File: src/rtl/fft_bin_write_seq.sv
// Ping-pong write sequencer from the FFT output stream to the spectrogram-RAM mapper.
// Optional FRAME_CHECK_EN: frames also end on s_last, and length mismatches pulse frame_err.
module fft_bin_write_seq #(
  parameter int DATA_WIDTH    = 16,
  parameter int FFT_SIZE      = 256,
  parameter int FFTS_PER_BANK = 25
) (
  input  logic                  clk,
  input  logic                  rst_n,
  input  logic                  capture_en,
  input  logic                  s_valid,
  input  logic [DATA_WIDTH-1:0] s_data,
  input  logic                  s_last,
  output logic                  s_ready,
  input  logic [1:0]            bank_release,
  output logic                  wr_en,
  output logic [DATA_WIDTH-1:0] wr_data,
  output logic [6:0]            fft_idx,
  output logic [6:0]            sample_idx,
  output logic [1:0]            bank_full,
  output logic                  frame_err
);

  localparam int CW   = $clog2(FFT_SIZE);
  localparam int KEEP = 128;

  typedef enum logic [1:0] {
    ACCEPT  = 2'd0,
    DISCARD = 2'd1,
    STALL   = 2'd2
  } state_t;

  state_t                state, state_nx;
  logic [CW-1:0]         bin_cnt, bin_cnt_nx;
  logic [4:0]            slot, slot_nx;
  logic                  bank, bank_nx;
  logic [1:0]            busy, busy_nx;
  logic                  cap, cap_nx;

  logic                  wr_en_nx;
  logic [DATA_WIDTH-1:0] wr_data_nx;
  logic [6:0]            fft_idx_nx;
  logic [6:0]            sample_idx_nx;
  logic [1:0]            bank_full_nx;

  logic                  start;
  logic                  xfer;
  logic                  last_bin;
  logic                  frame_end;
  logic                  cap_now;
  logic                  advance;

  assign start    = (bin_cnt == '0);
  assign last_bin = (bin_cnt == CW'(FFT_SIZE - 1));
  assign cap_now  = start ? capture_en : cap;

  // Ready drops combinationally at a frame boundary whose bank is still busy,
  // so the first bin of that frame is held rather than consumed.
  assign s_ready = rst_n &&
                   (((state == ACCEPT) && !(start && busy[bank])) ||
                    (state == DISCARD));
  assign xfer    = s_valid && s_ready;

`ifdef FRAME_CHECK_EN
  logic err;
  assign err       = xfer && (s_last != last_bin);
  assign frame_end = xfer && (s_last || last_bin);
  assign advance   = cap_now && (bin_cnt >= CW'(KEEP - 1));
`else
  logic unused_last;
  assign unused_last = s_last;
  assign frame_end   = xfer && last_bin;
  assign advance     = cap_now;
`endif

  always_comb begin
    state_nx      = state;
    bin_cnt_nx    = bin_cnt;
    slot_nx       = slot;
    bank_nx       = bank;
    cap_nx        = cap;
    busy_nx       = busy & ~bank_release;
    wr_en_nx      = 1'b0;
    wr_data_nx    = wr_data;
    fft_idx_nx    = fft_idx;
    sample_idx_nx = sample_idx;
    bank_full_nx  = '0;

    case (state)
      STALL: begin
        if (!busy[bank]) state_nx = ACCEPT;
      end
      ACCEPT: begin
        if (start && busy[bank]) begin
          state_nx = STALL;
        end else if (xfer) begin
          if (start) cap_nx = capture_en;
          if (cap_now && (bin_cnt < CW'(KEEP))) begin
            wr_en_nx      = 1'b1;
            wr_data_nx    = s_data;
            fft_idx_nx    = {1'b0, bank, slot};
            sample_idx_nx = bin_cnt[6:0];
            if (bin_cnt == CW'(KEEP - 1)) state_nx = DISCARD;
          end else begin
            state_nx = DISCARD;
          end
        end
      end
      DISCARD: ;
      default: state_nx = ACCEPT;
    endcase

    // A set of the completing bank wins over a same-cycle release of it.
    if (frame_end) begin
      bin_cnt_nx = '0;
      state_nx   = ACCEPT;
      if (advance) begin
        if (slot == 5'(FFTS_PER_BANK - 1)) begin
          slot_nx            = '0;
          bank_nx            = ~bank;
          busy_nx[bank]      = 1'b1;
          bank_full_nx[bank] = 1'b1;
        end else begin
          slot_nx = slot + 5'd1;
        end
      end
    end else if (xfer) begin
      bin_cnt_nx = bin_cnt + CW'(1);
    end
  end

  always_ff @(posedge clk) begin
    if (!rst_n) begin
      state      <= ACCEPT;
      bin_cnt    <= '0;
      slot       <= '0;
      bank       <= 1'b0;
      busy       <= '0;
      cap        <= 1'b0;
      wr_en      <= 1'b0;
      wr_data    <= '0;
      fft_idx    <= '0;
      sample_idx <= '0;
      bank_full  <= '0;
    end else begin
      state      <= state_nx;
      bin_cnt    <= bin_cnt_nx;
      slot       <= slot_nx;
      bank       <= bank_nx;
      busy       <= busy_nx;
      cap        <= cap_nx;
      wr_en      <= wr_en_nx;
      wr_data    <= wr_data_nx;
      fft_idx    <= fft_idx_nx;
      sample_idx <= sample_idx_nx;
      bank_full  <= bank_full_nx;
    end
  end

`ifdef FRAME_CHECK_EN
  always_ff @(posedge clk) begin
    if (!rst_n) frame_err <= 1'b0;
    else        frame_err <= err;
  end
`else
  assign frame_err = 1'b0;
`endif

  a_release_onehot: assert property (@(posedge clk) disable iff (!rst_n)
    $onehot0(bank_release));
  a_full_onehot: assert property (@(posedge clk) disable iff (!rst_n)
    $onehot0(bank_full));
  a_stall_not_ready: assert property (@(posedge clk) disable iff (!rst_n)
    (state == STALL) |-> !s_ready);

endmodule

File: config.mk
export PLATFORM = sky130hd
export DESIGN_NAME = fft_bin_write_seq
export DESIGN_NICKNAME = d
export VERILOG_FILES = /design/src/rtl/fft_bin_write_seq.sv
export SDC_FILE = /design/constraint.sdc
export NUM_CORES = 1
export LEC_CHECK = 0
export ABC_AREA = 1
export CORE_ASPECT_RATIO = 1.2
export CORE_MARGIN = 2
export CORE_UTILIZATION = 48
export CTS_CLUSTER_DIAMETER = 40
export CTS_CLUSTER_SIZE = 20
export DETAILED_ROUTE_END_ITERATION = 8
export GPL_TIMING_DRIVEN = 0
export PLACE_DENSITY = 0.79
export SYNTH_ARGS = -nofsm -noshare
export SYNTH_HDL_FRONTEND = slang
export SYNTH_SLANG_ARGS = --single-unit
File: constraint.sdc
create_clock -name clk -period 2.1 [get_ports clk]
set_input_delay 0.21 -clock clk [delete_from_list [all_inputs] [get_ports clk]]
set_output_delay 0.21 -clock clk [all_outputs]
set_load 0.03 [all_outputs]
==> summary by stage <==
Critical path
STA classifies the critical path startpoint as a register. The worst endpoint data arrival time is roughly 1.8 ns. Along the worst path, the maximum fanout reaches 4.

Tracing the worst setup path back leads to its startpoint at bin_cnt[0]. In this run the register-to-register setup slack is 0.13 ns. STA classifies the critical path endpoint as an output pin. The worst-case reg-to-reg path depth is 13. In this run the critical register-to-register path is captured at fft_idx[5]. The category of the critical setup timing path is register to output pin.

STA puts the critical path data required time at around 1.9 ns. The launch point of the worst reg-to-reg path is bin_cnt[0].

Clock network
The maximum level of the CTS H-tree is 2. The TritonCTS clock tree is done. The quantity of hold-fixing buffers added after cts is 0. The later pin in the worst-skew pair is clocked with a latency of around 0.30 ns. The clock passes through at most 2 buffers. The clock transition time at the flip-flop clock pins of the worst setup and hold paths is approximately 0.090 ns. The tree built by TritonCTS fans out to 51 sinks. Counting the buffers created by CTS gives 5.

The root buffer cell chosen for the clock tree is sky130_fd_sc_hd__clkbuf_8.

GRT
The pin count of the biggest net entering global routing is 17. The wire length of the first global-routing pass is between 8000 and 9000 um. The global-route usage over all layers is a little under 20%. The number of global-route vias before repair is roughly 2,000. The initial antenna violation count is 0. The overall overflow remaining after global route is 0.

Synth
During synthesis, Yosys emitted a total of 0 warnings. Counting flops and latches in the post-synthesis netlist gives 51. Summing the areas of all compound-gate instances in the mapped netlist gives a little under an eighth of the synthesized area. The adder-cell area share of the yosys netlist is between 2 and 2.5%. The top cell type's share of synthesized area is a little under half. A synthesized cell averages roughly 7.3 um^2. Summed over all instances, the cell type with the most area after synthesis is sky130_fd_sc_hd__dfxtp_1.

Sequential elements use a little under half of the synthesized area. Measured against the total synthesized area, the mux share comes to 0%. The area fraction in and, or, nand and nor cells after synthesis is between 20% and 30%. In the synthesized netlist the async set-or-reset flop fraction comes to 0%.

The main combinational cell family by area after synthesis is simple AND/OR/NAND/NOR gates. The most used flip-flop cell after synthesis is sky130_fd_sc_hd__dfxtp_1. The number of different library cells used by synthesis comes to 30. Counting every instance in the synthesized netlist gives between 300 and 400.

In this run, synthesis inferred 0 flip-flops with an integrated enable. By area the synthesized netlist is led by sky130_fd_sc_hd__dfxtp_1 (46%), sky130_fd_sc_hd__nor2_1 (13%), sky130_fd_sc_hd__nand2_1 (7.3%). The parity-gate share of the synthesized area counting xor and xnor cells is 1.97%. Summing every instance area after synthesis gives 0.00222 mm^2.

Power
IR analysis of the VDD net gives a maximum drop of around 0.48 mV. The analysis attributes to cell leakage a power of about 1.3 nW. The power per unit of standard cell area is ~680 mW/mm^2.

Place
Port buffering added 54 buffers. The HPWL reported at the end of detailed placement is ~3400 um. The final weighted congestion of routability-driven global placement is 0.850.

STA
Setup repair after global routing left no endpoint under its margin. Timing would allow up to 501 MHz. Setup violations remaining at the end of the flow were counted as 0. The final count of pins violating max slew is 0.

The number of hold violations in the final report is 0. The final worst-path cycle share is between 90% and 100%. Clock skew on the completed layout was measured at about 0.0033 ns. After layout, the minimum clock period comes to between 1.5 and 2 ns. Across all hold checks on the routed design, the worst slack comes to just under 0.5 ns.

After routing, the total negative slack on setup checks comes to 0 ns.

Worst hold path
The number of instances on the worst hold path is 2. For hold timing, the worst endpoint is cap. The worst hold-check path type is register to register.

The source of the worst hold timing path is cap.

Drt
The first TritonRoute pass finished after 4 iterations. In the final routed layout, each cell accounts on average for about 11 um. The detailed router placed 2,049 vias in this run. The final antenna-violating net count is 0. The detailed-route DRC error count is 0. After detailed routing, the total wire length is about 4700 um. Dividing the detail-routed via count by the number of cells gives slightly below 5. The first-iteration detailed-routing DRC count is 74.

Final layout
The layout cell share with drive strength beyond 1 is 10.1%. The final core area utilization is about two thirds. The net total in the final layout is roughly 400.

The number of antenna diodes in the final layout is 0. Counting the fill cells in the layout gives 429. Relative to the synthesized area, the layout overhead comes to 33.8%.

Floorplan
The count of standard-cell rows is 27. The number of top-level design ports is between 50 and 60. The floorplan step defined a die boundary enclosing roughly 0.0052 mm^2. The core region is around 0.0045 mm^2. For this configuration, the core starts out at a cell density of around half. In this run the horizontal extent of the chip is about 66 um. The floorplan step set the die height to 78.6 um.

Flow run
Across the run, the number of max-cap violations was 0.

Run status
The run finished with clean final reports.
==> registers in the layout (all words and copies together) (netlist names) <==
name        flops
busy            2
state           2
bank            1
wr_en           1
cap             1
bin_cnt         8
slot            5
fft_idx         6
sample_idx      7
wr_data        16
bank_full       2
==> cell usage in the layout, fill, tap and decap left out, types with 2 or more instances in the layout <==
cell type	n
sky130_fd_sc_hd__nand4_1	3
sky130_fd_sc_hd__nor3_1	4
sky130_fd_sc_hd__o21ai_0	19
sky130_fd_sc_hd__nand2_4	2
sky130_fd_sc_hd__nand2_1	42
sky130_fd_sc_hd__a21oi_1	12
sky130_fd_sc_hd__dfxtp_1	50
sky130_fd_sc_hd__inv_1	33
sky130_fd_sc_hd__clkbuf_8	5
sky130_fd_sc_hd__nor2_4	2
sky130_fd_sc_hd__nand3_1	9
sky130_fd_sc_hd__clkbuf_1	2
sky130_fd_sc_hd__ha_1	4
sky130_fd_sc_hd__nor2_1	77
sky130_fd_sc_hd__xor2_1	4
sky130_fd_sc_hd__clkinv_2	2
sky130_fd_sc_hd__conb_1	2
sky130_fd_sc_hd__nor2_2	3
sky130_fd_sc_hd__a31o_2	2
sky130_fd_sc_hd__o21ai_1	13
sky130_fd_sc_hd__clkdlybuf4s50_1	53
sky130_fd_sc_hd__nand2_2	4
sky130_fd_sc_hd__buf_4	7
==> cell usage after synthesis, types with 2 or more instances <==
cell type,instances
sky130_fd_sc_hd__nor2_1,78
sky130_fd_sc_hd__nor2_4,2
sky130_fd_sc_hd__nor2_2,2
sky130_fd_sc_hd__inv_1,33
sky130_fd_sc_hd__o21ai_0,23
sky130_fd_sc_hd__o21ai_1,9
sky130_fd_sc_hd__buf_4,5
sky130_fd_sc_hd__nand2_1,43
sky130_fd_sc_hd__dfxtp_1,51
sky130_fd_sc_hd__a21oi_1,12
sky130_fd_sc_hd__ha_1,4
sky130_fd_sc_hd__a31o_2,2
sky130_fd_sc_hd__clkbuf_1,3
sky130_fd_sc_hd__xor2_1,4
sky130_fd_sc_hd__nand2_2,3
sky130_fd_sc_hd__nand3_1,9
sky130_fd_sc_hd__nor3_1,4
sky130_fd_sc_hd__nand4_1,3
sky130_fd_sc_hd__nand2_4,2
==> metal layers <==
layer  up-vias  share of wire, %  track usage, %
met5         -                 0               0
li1       1068                 -               -
met2        54                50            36.1
met1       919                43            21.2
met4         0               2.0            8.57
met3         8               5.3            3.87
==> critical path, cell delays in order, from the launching register on <==
cell                            delay (ns)
sky130_fd_sc_hd__dfxtp_2              0.35
sky130_fd_sc_hd__inv_1                0.09
sky130_fd_sc_hd__ha_1                 0.15
sky130_fd_sc_hd__inv_1                0.04
sky130_fd_sc_hd__nor2_2               0.20
sky130_fd_sc_hd__nand3_2              0.13
sky130_fd_sc_hd__nand2_4              0.10
sky130_fd_sc_hd__a21oi_1              0.06
sky130_fd_sc_hd__dlygate4sd2_1        0.35
==> cell families after synthesis <==
group	Yosys count
and+or+nand+nor	148
xor gates and xnor gates	5
adders and majority gates	4
DFF	51
buffers and inverters	46
AOI/OAI and AO/OA	48
other	1
==> report_power, final <==
group / switching [W] / leakage [nW] / internal [W]
registers: 0.0000179 / 0.414 / 0.00100
clock network: 0.000320 / 0.0581 / 0.000355
logic: 0.000186 / 0.786 / 0.000145
==> how the worst max path moves through the flow <==
| stage | end | slack [ns] | cells past startpoint |
|---|---|---|---|
| 6_report | s_ready | 0.11 | 8 |
| 5_1_grt | wr_data[15] | 0.004 | 13 |
| 4_1_cts | s_ready | 0.07 | 8 |
| 3_5_place_dp | s_ready | -0.27 | 4 |
| 3_3_place_gp | s_ready | -0.29 | 4 |
| 2_1_floorplan | fft_idx[5] | 0.39 | 13 |
==> metrics by stage <==
step | instances | setup WS (ns) | cell area (um^2) | total power, W
floorplan | 304 | 0.390 | 2230 | 0.00124
global placement | 416 | -0.295 | 2840 | 0.00137
detailed placement | 416 | -0.274 | 2840 | 0.00137
CTS | 424 | 0.0699 | 2950 | 0.00205
global route | 426 | 0.00371 | 2980 | 0.00212
finish | 426 | 0.105 | 2980 | 0.00203
==> layout make-up <==
type                       instances  area [um^2]  share of cell area [%]
buffer                            11         80.1                    2.69
clock buffer                       5         68.8                    2.31
clock inverter                     3         43.8                    1.47
inverter                          35          133                    4.46
multi-input combinational        207         1000                    33.6
sequential                        51         1020                    34.4
tap                               58         72.6                    2.44
timing repair buffer              56          554                    18.6
==> what timing repair did <==
| action | 4_1_cts | 5_1_grt |
|---|---|---|
| pin swaps | 0 | 1 |
| setup buffers | 0 | 2 |
| resized for setup | 2 | 9 |
| setup endpoints to repair | 1 | 28 |
No activity file was read; power rests on OpenSTA's default activity.
